--- src/rtl/slurm16_memory_arbiter.sv ---
// -----------------------------------------------------------------------------
// slurm16_memory_arbiter
//
// Shares one synchronous SRAM port between the SLURM16 CPU (port 0) and up to
// three DMA masters (ports 1..N_PORTS-1). The CPU normally wins. DMA ports are
// served round-robin. A DMA port that has been refused STARVE_LIMIT cycles in
// a row outranks the CPU until it is served.
//
// Pipeline:
//   cycle E   : request/ready handshake (grant is combinational)
//   cycle E+1 : SRAM access driven from registers (sram_valid = 1)
//   cycle E+2 : read data returned on rd_data, rd_valid[id] strobed
//
// Ports:
//   CLK, RSTb        clock, synchronous active-low reset
//   req_valid/wr     per-port request and write flag
//   req_address      packed word addresses, port i at [i*ADDRESS_BITS +: ADDRESS_BITS]
//   req_data         packed write data,     port i at [i*BITS +: BITS]
//   req_wr_mask      packed byte masks,     port i at [i*2 +: 2] (bit1 = high byte)
//   req_ready        one-hot grant, same cycle as the request
//   rd_data/rd_valid shared read data and one-hot read strobe
//   sram_*           registered SRAM command outputs, sram_rdata read return
// -----------------------------------------------------------------------------
module slurm16_memory_arbiter #(
    parameter int N_PORTS      = 4,
    parameter int ADDRESS_BITS = 16,
    parameter int BITS         = 16,
    parameter int STARVE_LIMIT = 8
) (
    input  logic                           CLK,
    input  logic                           RSTb,
    input  logic [N_PORTS-1:0]             req_valid,
    input  logic [N_PORTS-1:0]             req_wr,
    input  logic [N_PORTS*ADDRESS_BITS-1:0] req_address,
    input  logic [N_PORTS*BITS-1:0]        req_data,
    input  logic [N_PORTS*2-1:0]           req_wr_mask,
    output logic [N_PORTS-1:0]             req_ready,
    output logic [BITS-1:0]                rd_data,
    output logic [N_PORTS-1:0]             rd_valid,
    output logic [ADDRESS_BITS-1:0]        sram_address,
    output logic [BITS-1:0]                sram_wdata,
    output logic [1:0]                     sram_wr_mask,
    output logic                           sram_wr,
    output logic                           sram_valid,
    input  logic [BITS-1:0]                sram_rdata
);

    localparam logic [3:0] STARVE_TH = 4'(STARVE_LIMIT);
    localparam logic [2:0] LAST_DMA  = 3'(N_PORTS - 1);

    logic [3:0] wait_cnt [N_PORTS];
    logic [2:0] rr_ptr;

    logic       grant_valid;
    logic [1:0] grant_id;

    // s1: access currently on the SRAM port; s2: read whose data is returning
    logic       s1_rd;
    logic [1:0] s1_id;
    logic       s2_rd;
    logic [1:0] s2_id;

    // DMA port visited at position 'off' of a cyclic scan over 1..N_PORTS-1
    // that starts at 'base'.
    function automatic logic [1:0] rr_port(input logic [2:0] base, input int off);
        logic [2:0] p;
        p = base + 3'(off);
        if (p > LAST_DMA) begin
            p = p - LAST_DMA;
        end
        return p[1:0];
    endfunction

    always_comb begin
        grant_valid = 1'b0;
        grant_id    = 2'd0;
        if (RSTb) begin
            // starved DMA ports first
            for (int off = 0; off < N_PORTS - 1; off++) begin
                if (!grant_valid && req_valid[rr_port(rr_ptr, off)] &&
                    (wait_cnt[rr_port(rr_ptr, off)] >= STARVE_TH)) begin
                    grant_valid = 1'b1;
                    grant_id    = rr_port(rr_ptr, off);
                end
            end
            if (!grant_valid && req_valid[0]) begin
                grant_valid = 1'b1;
                grant_id    = 2'd0;
            end
            for (int off = 0; off < N_PORTS - 1; off++) begin
                if (!grant_valid && req_valid[rr_port(rr_ptr, off)]) begin
                    grant_valid = 1'b1;
                    grant_id    = rr_port(rr_ptr, off);
                end
            end
        end
    end

    always_comb begin
        req_ready = '0;
        if (grant_valid) begin
            req_ready[grant_id] = 1'b1;
        end
    end

    always_ff @(posedge CLK) begin
        if (!RSTb) begin
            rr_ptr       <= 3'd1;
            for (int i = 0; i < N_PORTS; i++) begin
                wait_cnt[i] <= '0;
            end
            sram_address <= '0;
            sram_wdata   <= '0;
            sram_wr_mask <= '0;
            sram_wr      <= 1'b0;
            sram_valid   <= 1'b0;
            s1_rd        <= 1'b0;
            s1_id        <= '0;
            s2_rd        <= 1'b0;
            s2_id        <= '0;
        end else begin
            sram_valid <= grant_valid;
            sram_wr    <= grant_valid & req_wr[grant_id];
            if (grant_valid) begin
                sram_address <= req_address[int'(grant_id)*ADDRESS_BITS +: ADDRESS_BITS];
                sram_wdata   <= req_data[int'(grant_id)*BITS +: BITS];
                sram_wr_mask <= req_wr_mask[int'(grant_id)*2 +: 2];
            end

            s1_rd <= grant_valid & ~req_wr[grant_id];
            s1_id <= grant_id;
            s2_rd <= s1_rd;
            s2_id <= s1_id;

            // CPU grants leave the pointer alone so DMA order is unaffected
            if (grant_valid && (grant_id != 2'd0)) begin
                rr_ptr <= ({1'b0, grant_id} == LAST_DMA) ? 3'd1 : {1'b0, grant_id} + 3'd1;
            end

            wait_cnt[0] <= '0;
            for (int i = 1; i < N_PORTS; i++) begin
                if (!req_valid[i] || (grant_valid && (grant_id == 2'(i)))) begin
                    wait_cnt[i] <= '0;
                end else if (wait_cnt[i] != 4'hF) begin
                    wait_cnt[i] <= wait_cnt[i] + 4'd1;
                end
            end
        end
    end

    always_comb begin
        rd_valid = '0;
        if (RSTb && s2_rd) begin
            rd_valid[s2_id] = 1'b1;
        end
    end

    assign rd_data = sram_rdata;

endmodule

--- config.mk ---
export PLATFORM = sky130hd
export DESIGN_NAME = slurm16_memory_arbiter
export DESIGN_NICKNAME = d
export VERILOG_FILES = /design/src/rtl/slurm16_memory_arbiter.sv
export SDC_FILE = /design/constraint.sdc
export NUM_CORES = 1
export LEC_CHECK = 0
export CAP_MARGIN = 10
export CELL_PAD_IN_SITES_DETAIL_PLACEMENT = 1
export CELL_PAD_IN_SITES_GLOBAL_PLACEMENT = 2
export CORE_MARGIN = 5
export CORE_UTILIZATION = 19
export DETAILED_ROUTE_END_ITERATION = 10
export PLACE_DENSITY = 0.78
export SLEW_MARGIN = 20
export SYNTH_ARGS = -nofsm -noshare
export SYNTH_HDL_FRONTEND = slang
export SYNTH_SLANG_ARGS = --single-unit
--- constraint.sdc ---
create_clock -name CLK -period 3.68 [get_ports CLK]
set_input_delay 0.736 -clock CLK [delete_from_list [all_inputs] [get_ports CLK]]
set_output_delay 0.736 -clock CLK [all_outputs]
set_load 0.1 [all_outputs]
==> results_dict.tcl <==
set metrics [dict create \
    ys_seq_elements 56 \
    ys.flop_type "dfxtp_1" \
    ir_worst_vdd_v 0.000209 \
    vias 4695 \
    period_minus_slack_ns 3.92 \
    drt-vias-per-instance 4.60 \
    tritoncts "done" \
    totalWireLength_mm 19.0 \
    synth-edff-count 12 \
    dp_hpwl_mm 13.6 \
    critPathRequiredTime_ns 2.94 \
    maxSlewViolCount 0 \
    final_util_pct 33.4 \
    clk_pin_slew_worst_paths_ns 0.08 \
    grt_overflow_total 0 \
    async_reset_ff_share_pct 0 \
    pwr-share-clk_pct 20.8 \
    fin_cells 1020 \
    cts_buffers 5 \
    drt_iter0_markers 219 \
    grt_pass1_vias 5006 \
    hold_violations 0 \
    skew_ns 0.00682 \
    place_ws_ns -0.482 \
    grt_setup_unrepaired "yes" \
    p_int_uw 1830 \
    synth_top_area_cell "dfxtp_1" \
    total_power_uw 3270 \
    status "finished with violations" \
    setup_viol_count_final 4 \
    cp.arrival_ns 3.18 \
    h-tree-depth 2 \
    r2r-start "rr_ptr[0]$_SDFFE_PN1P_" \
    rows 54 \
    synth.yosys.seq_area_share_pct 29.4 \
    place_congestion 0.864 \
    area_growth_pct 72.9 \
    worstSetupStartpointType "register" \
    max_slew_margin_pct 30.9 \
    cts.sinks 56 \
    fin_ws_ns -0.240 \
    power.leakage_uw 0.00294 \
    seq_power_share_pct 23.5 \
    netlist.area_leader.share_pct 20.9 \
    cts_hold_buf 0 \
    worstHoldStart "s1_id[0]$_SDFF_PN0_" \
    finalCritPeriodShare_pct 107 \
    finalNetCount 911 \
    worstHoldPathCells 1 \
    grt_usage_pct 14.3 \
    grt_util_met2_pct 26.7 \
    p_comb_share_pct 55.7 \
    portBuffers 189 \
    grt_max_degree 67 \
    clockRootBuffer "clkbuf_16" \
    yosys-top-cells-count "75 x inv_1, 72 x a211oi_1, 44 x dfxtp_1, 44 x nand2_1, 43 x nor2_1" \
    multiInputGateArea_um2 2580 \
    wl_per_cell_um 18.6 \
    synth.most_common_cell "inv_1" \
    cts_buffer_depth 2 \
    drc 0 \
    crit_path_max_fanout 5 \
    hp-class "register to register" \
    core_um2 21800 \
    regToRegEndpoint "sram_wdata[0]$_SDFFE_PN0P_" \
    maxCapViolations 0 \
    worstSetupEndpointType "output pin" \
    placed_cells 996 \
    grt_pass1_wl_mm 29.2 \
    io_pins 222 \
    start_util_pct 19.3 \
    violations "setup timing" \
    synth_cell_types 50 \
    worst-r2r-cell-count 15 \
    layout-drive-gt1-share_pct 16.6 \
    ant_nets 0 \
    ys.warnings.count 0 \
    power_density_nw_per_um2 448 \
    tightest_slew_ns 1.03 \
    die_w_um 159 \
    nFillCells 2533 \
    synth_cells 540 \
    dieArea_um2 25300 \
    die_y_um 159 \
    synthesis.area_um2 4220 \
    power_switching_uw 1440 \
    p_sw_share_pct 43.9 \
    synth_area_leaders "dfxtp_1 21%, a211oi_1 13%, edfxtp_1 8.5%" \
    hold_slack_ns 0.438 \
    holdPathEnd "s2_id[0]$_SDFF_PN0_" \
    postSynthAreaPerCell_um2 7.82 \
    worstSkewPairLatency_ns 0.31 \
    top_usage_layer "met2" \
    use_met3_pct 3.03 \
    mappedNetlistNets 713 \
    seq_area_um2 1250 \
    grt_antenna_before_repair 1 \
    worst-setup-path-type "register to output pin" \
    fmax_mhz 255 \
    drt_first_pass_iters 4 \
    use_met1_pct 16.7 \
    reg2reg_slack_ns 0.19 \
]
-- routing by layer --
metal	share of wire (%)	routed length, um
met5	0	0
met4	0.80	153
met3	4.2	805
met2	54	10200
met1	41	7880
-- cells in the final DEF (no fill, tap or decap), drive strengths merged, types with 2 or more instances in the layout --
| cell type | synthesis | layout |
|---|---|---|
| clkdlybuf4s50 | 0 | 177 |
| inv | 77 | 77 |
| buf | 45 | 74 |
| a211oi | 73 | 73 |
| nand2 | 44 | 44 |
| nor2 | 44 | 44 |
| dfxtp | 44 | 44 |
| a221oi | 35 | 35 |
| o31ai | 35 | 35 |
| edfxtp | 12 | 12 |
| and3 | 12 | 12 |
| ha | 11 | 11 |
| and2 | 10 | 10 |
| nand3 | 9 | 9 |
| mux2i | 9 | 9 |
| a21oi | 8 | 8 |
| nand2b | 7 | 7 |
| nor3 | 7 | 7 |
| clkbuf | 19 | 6 |
| o21ai | 5 | 5 |
| dlygate4sd2 | 0 | 4 |
| nor2b | 4 | 4 |
| xnor2 | 3 | 3 |
| xor2 | 3 | 3 |
| mux4 | 2 | 2 |
| bufinv | 0 | 2 |
| a211o | 2 | 2 |
| a31oi | 2 | 2 |
| mux2 | 2 | 2 |
| o311a | 2 | 2 |
| o22a | 2 | 2 |
| a21o | 2 | 2 |
-- worst max-delay path by stage --
stage / to / slack (ns) / depth (start not counted) / startpoint
after global routing: req_ready[2] / -0.35 / 15 / rr_ptr[0]$_SDFFE_PN1P_
final: req_ready[3] / -0.24 / 12 / rr_ptr[0]$_SDFFE_PN1P_
after CTS: req_ready[2] / -0.23 / 13 / rr_ptr[0]$_SDFFE_PN1P_
after floorplan: rd_valid[0] / -0.48 / 4 / RSTb
after detailed placement: req_ready[0] / -0.48 / 9 / req_valid[2]
after global placement: req_ready[0] / -0.42 / 9 / req_valid[2]
-- sequential cells by signal, indices dropped and copies added (netlist names), 2 cells and up --
register,cells
wait_cnt,12
rr_ptr,2
sram_address,16
s2_id,2
sram_wdata,16
s1_id,2
sram_wr_mask,2
-- cell type report --
type / count / share of cell area, %
Sequential cell: 56 / 17.1
Timing Repair Buffer: 255 / 35.7
Tap cell: 280 / 4.80
Antenna cell: 1 / 0.0343
Clock inverter: 2 / 0.823
Inverter: 77 / 4.13
Multi-Input combinational cell: 343 / 35.3
Clock buffer: 6 / 2.06
-- critical path, cell delays in order, from the launching register on --
cell,delay (ns)
dfxtp_4,0.40
buf_4,0.13
ha_4,0.16
mux2_1,0.32
a22o_1,0.33
a211o_4,0.39
buf_6,0.12
o22a_4,0.23
a21oi_4,0.18
buf_6,0.14
ha_4,0.13
and3_4,0.19
buf_12,0.17
-- cell families after synthesis --
group           synth area share (%)
mux                             3.82
fa+ha+maj                       3.26
simple gates                    15.7
buf+inv                         15.0
xor+xnor                        1.25
flops                           29.4
compound gates                  31.5
-- power by group through the flow --
stage | registers, uW | clock network [uW] | logic (uW)
after floorplan | 1300 | 0 | 641
after global placement | 778 | 0 | 1700
after detailed placement | 782 | 0 | 1710
after CTS | 769 | 706 | 1780
after global routing | 778 | 729 | 1920
final | 768 | 679 | 1820
-- per-stage QoR --
step | instance area (um2) | TNS [ns]
2_1_floorplan | 4360 | -1.27
3_3_place_gp | 6810 | -8.64
3_5_place_dp | 6810 | -12.34
4_1_cts | 7160 | -0.866
5_1_grt | 7300 | -1.28
6_report | 7300 | -0.868
-- timing repair --
| item | 4_1_cts | 5_1_grt |
|---|---|---|
| resized for setup | 18 | 16 |
| pin swaps | 10 | 10 |
| setup endpoints to repair | 4 | 14 |
| setup buffers | 10 | 5 |
Power figures use the tool's default switching activity.
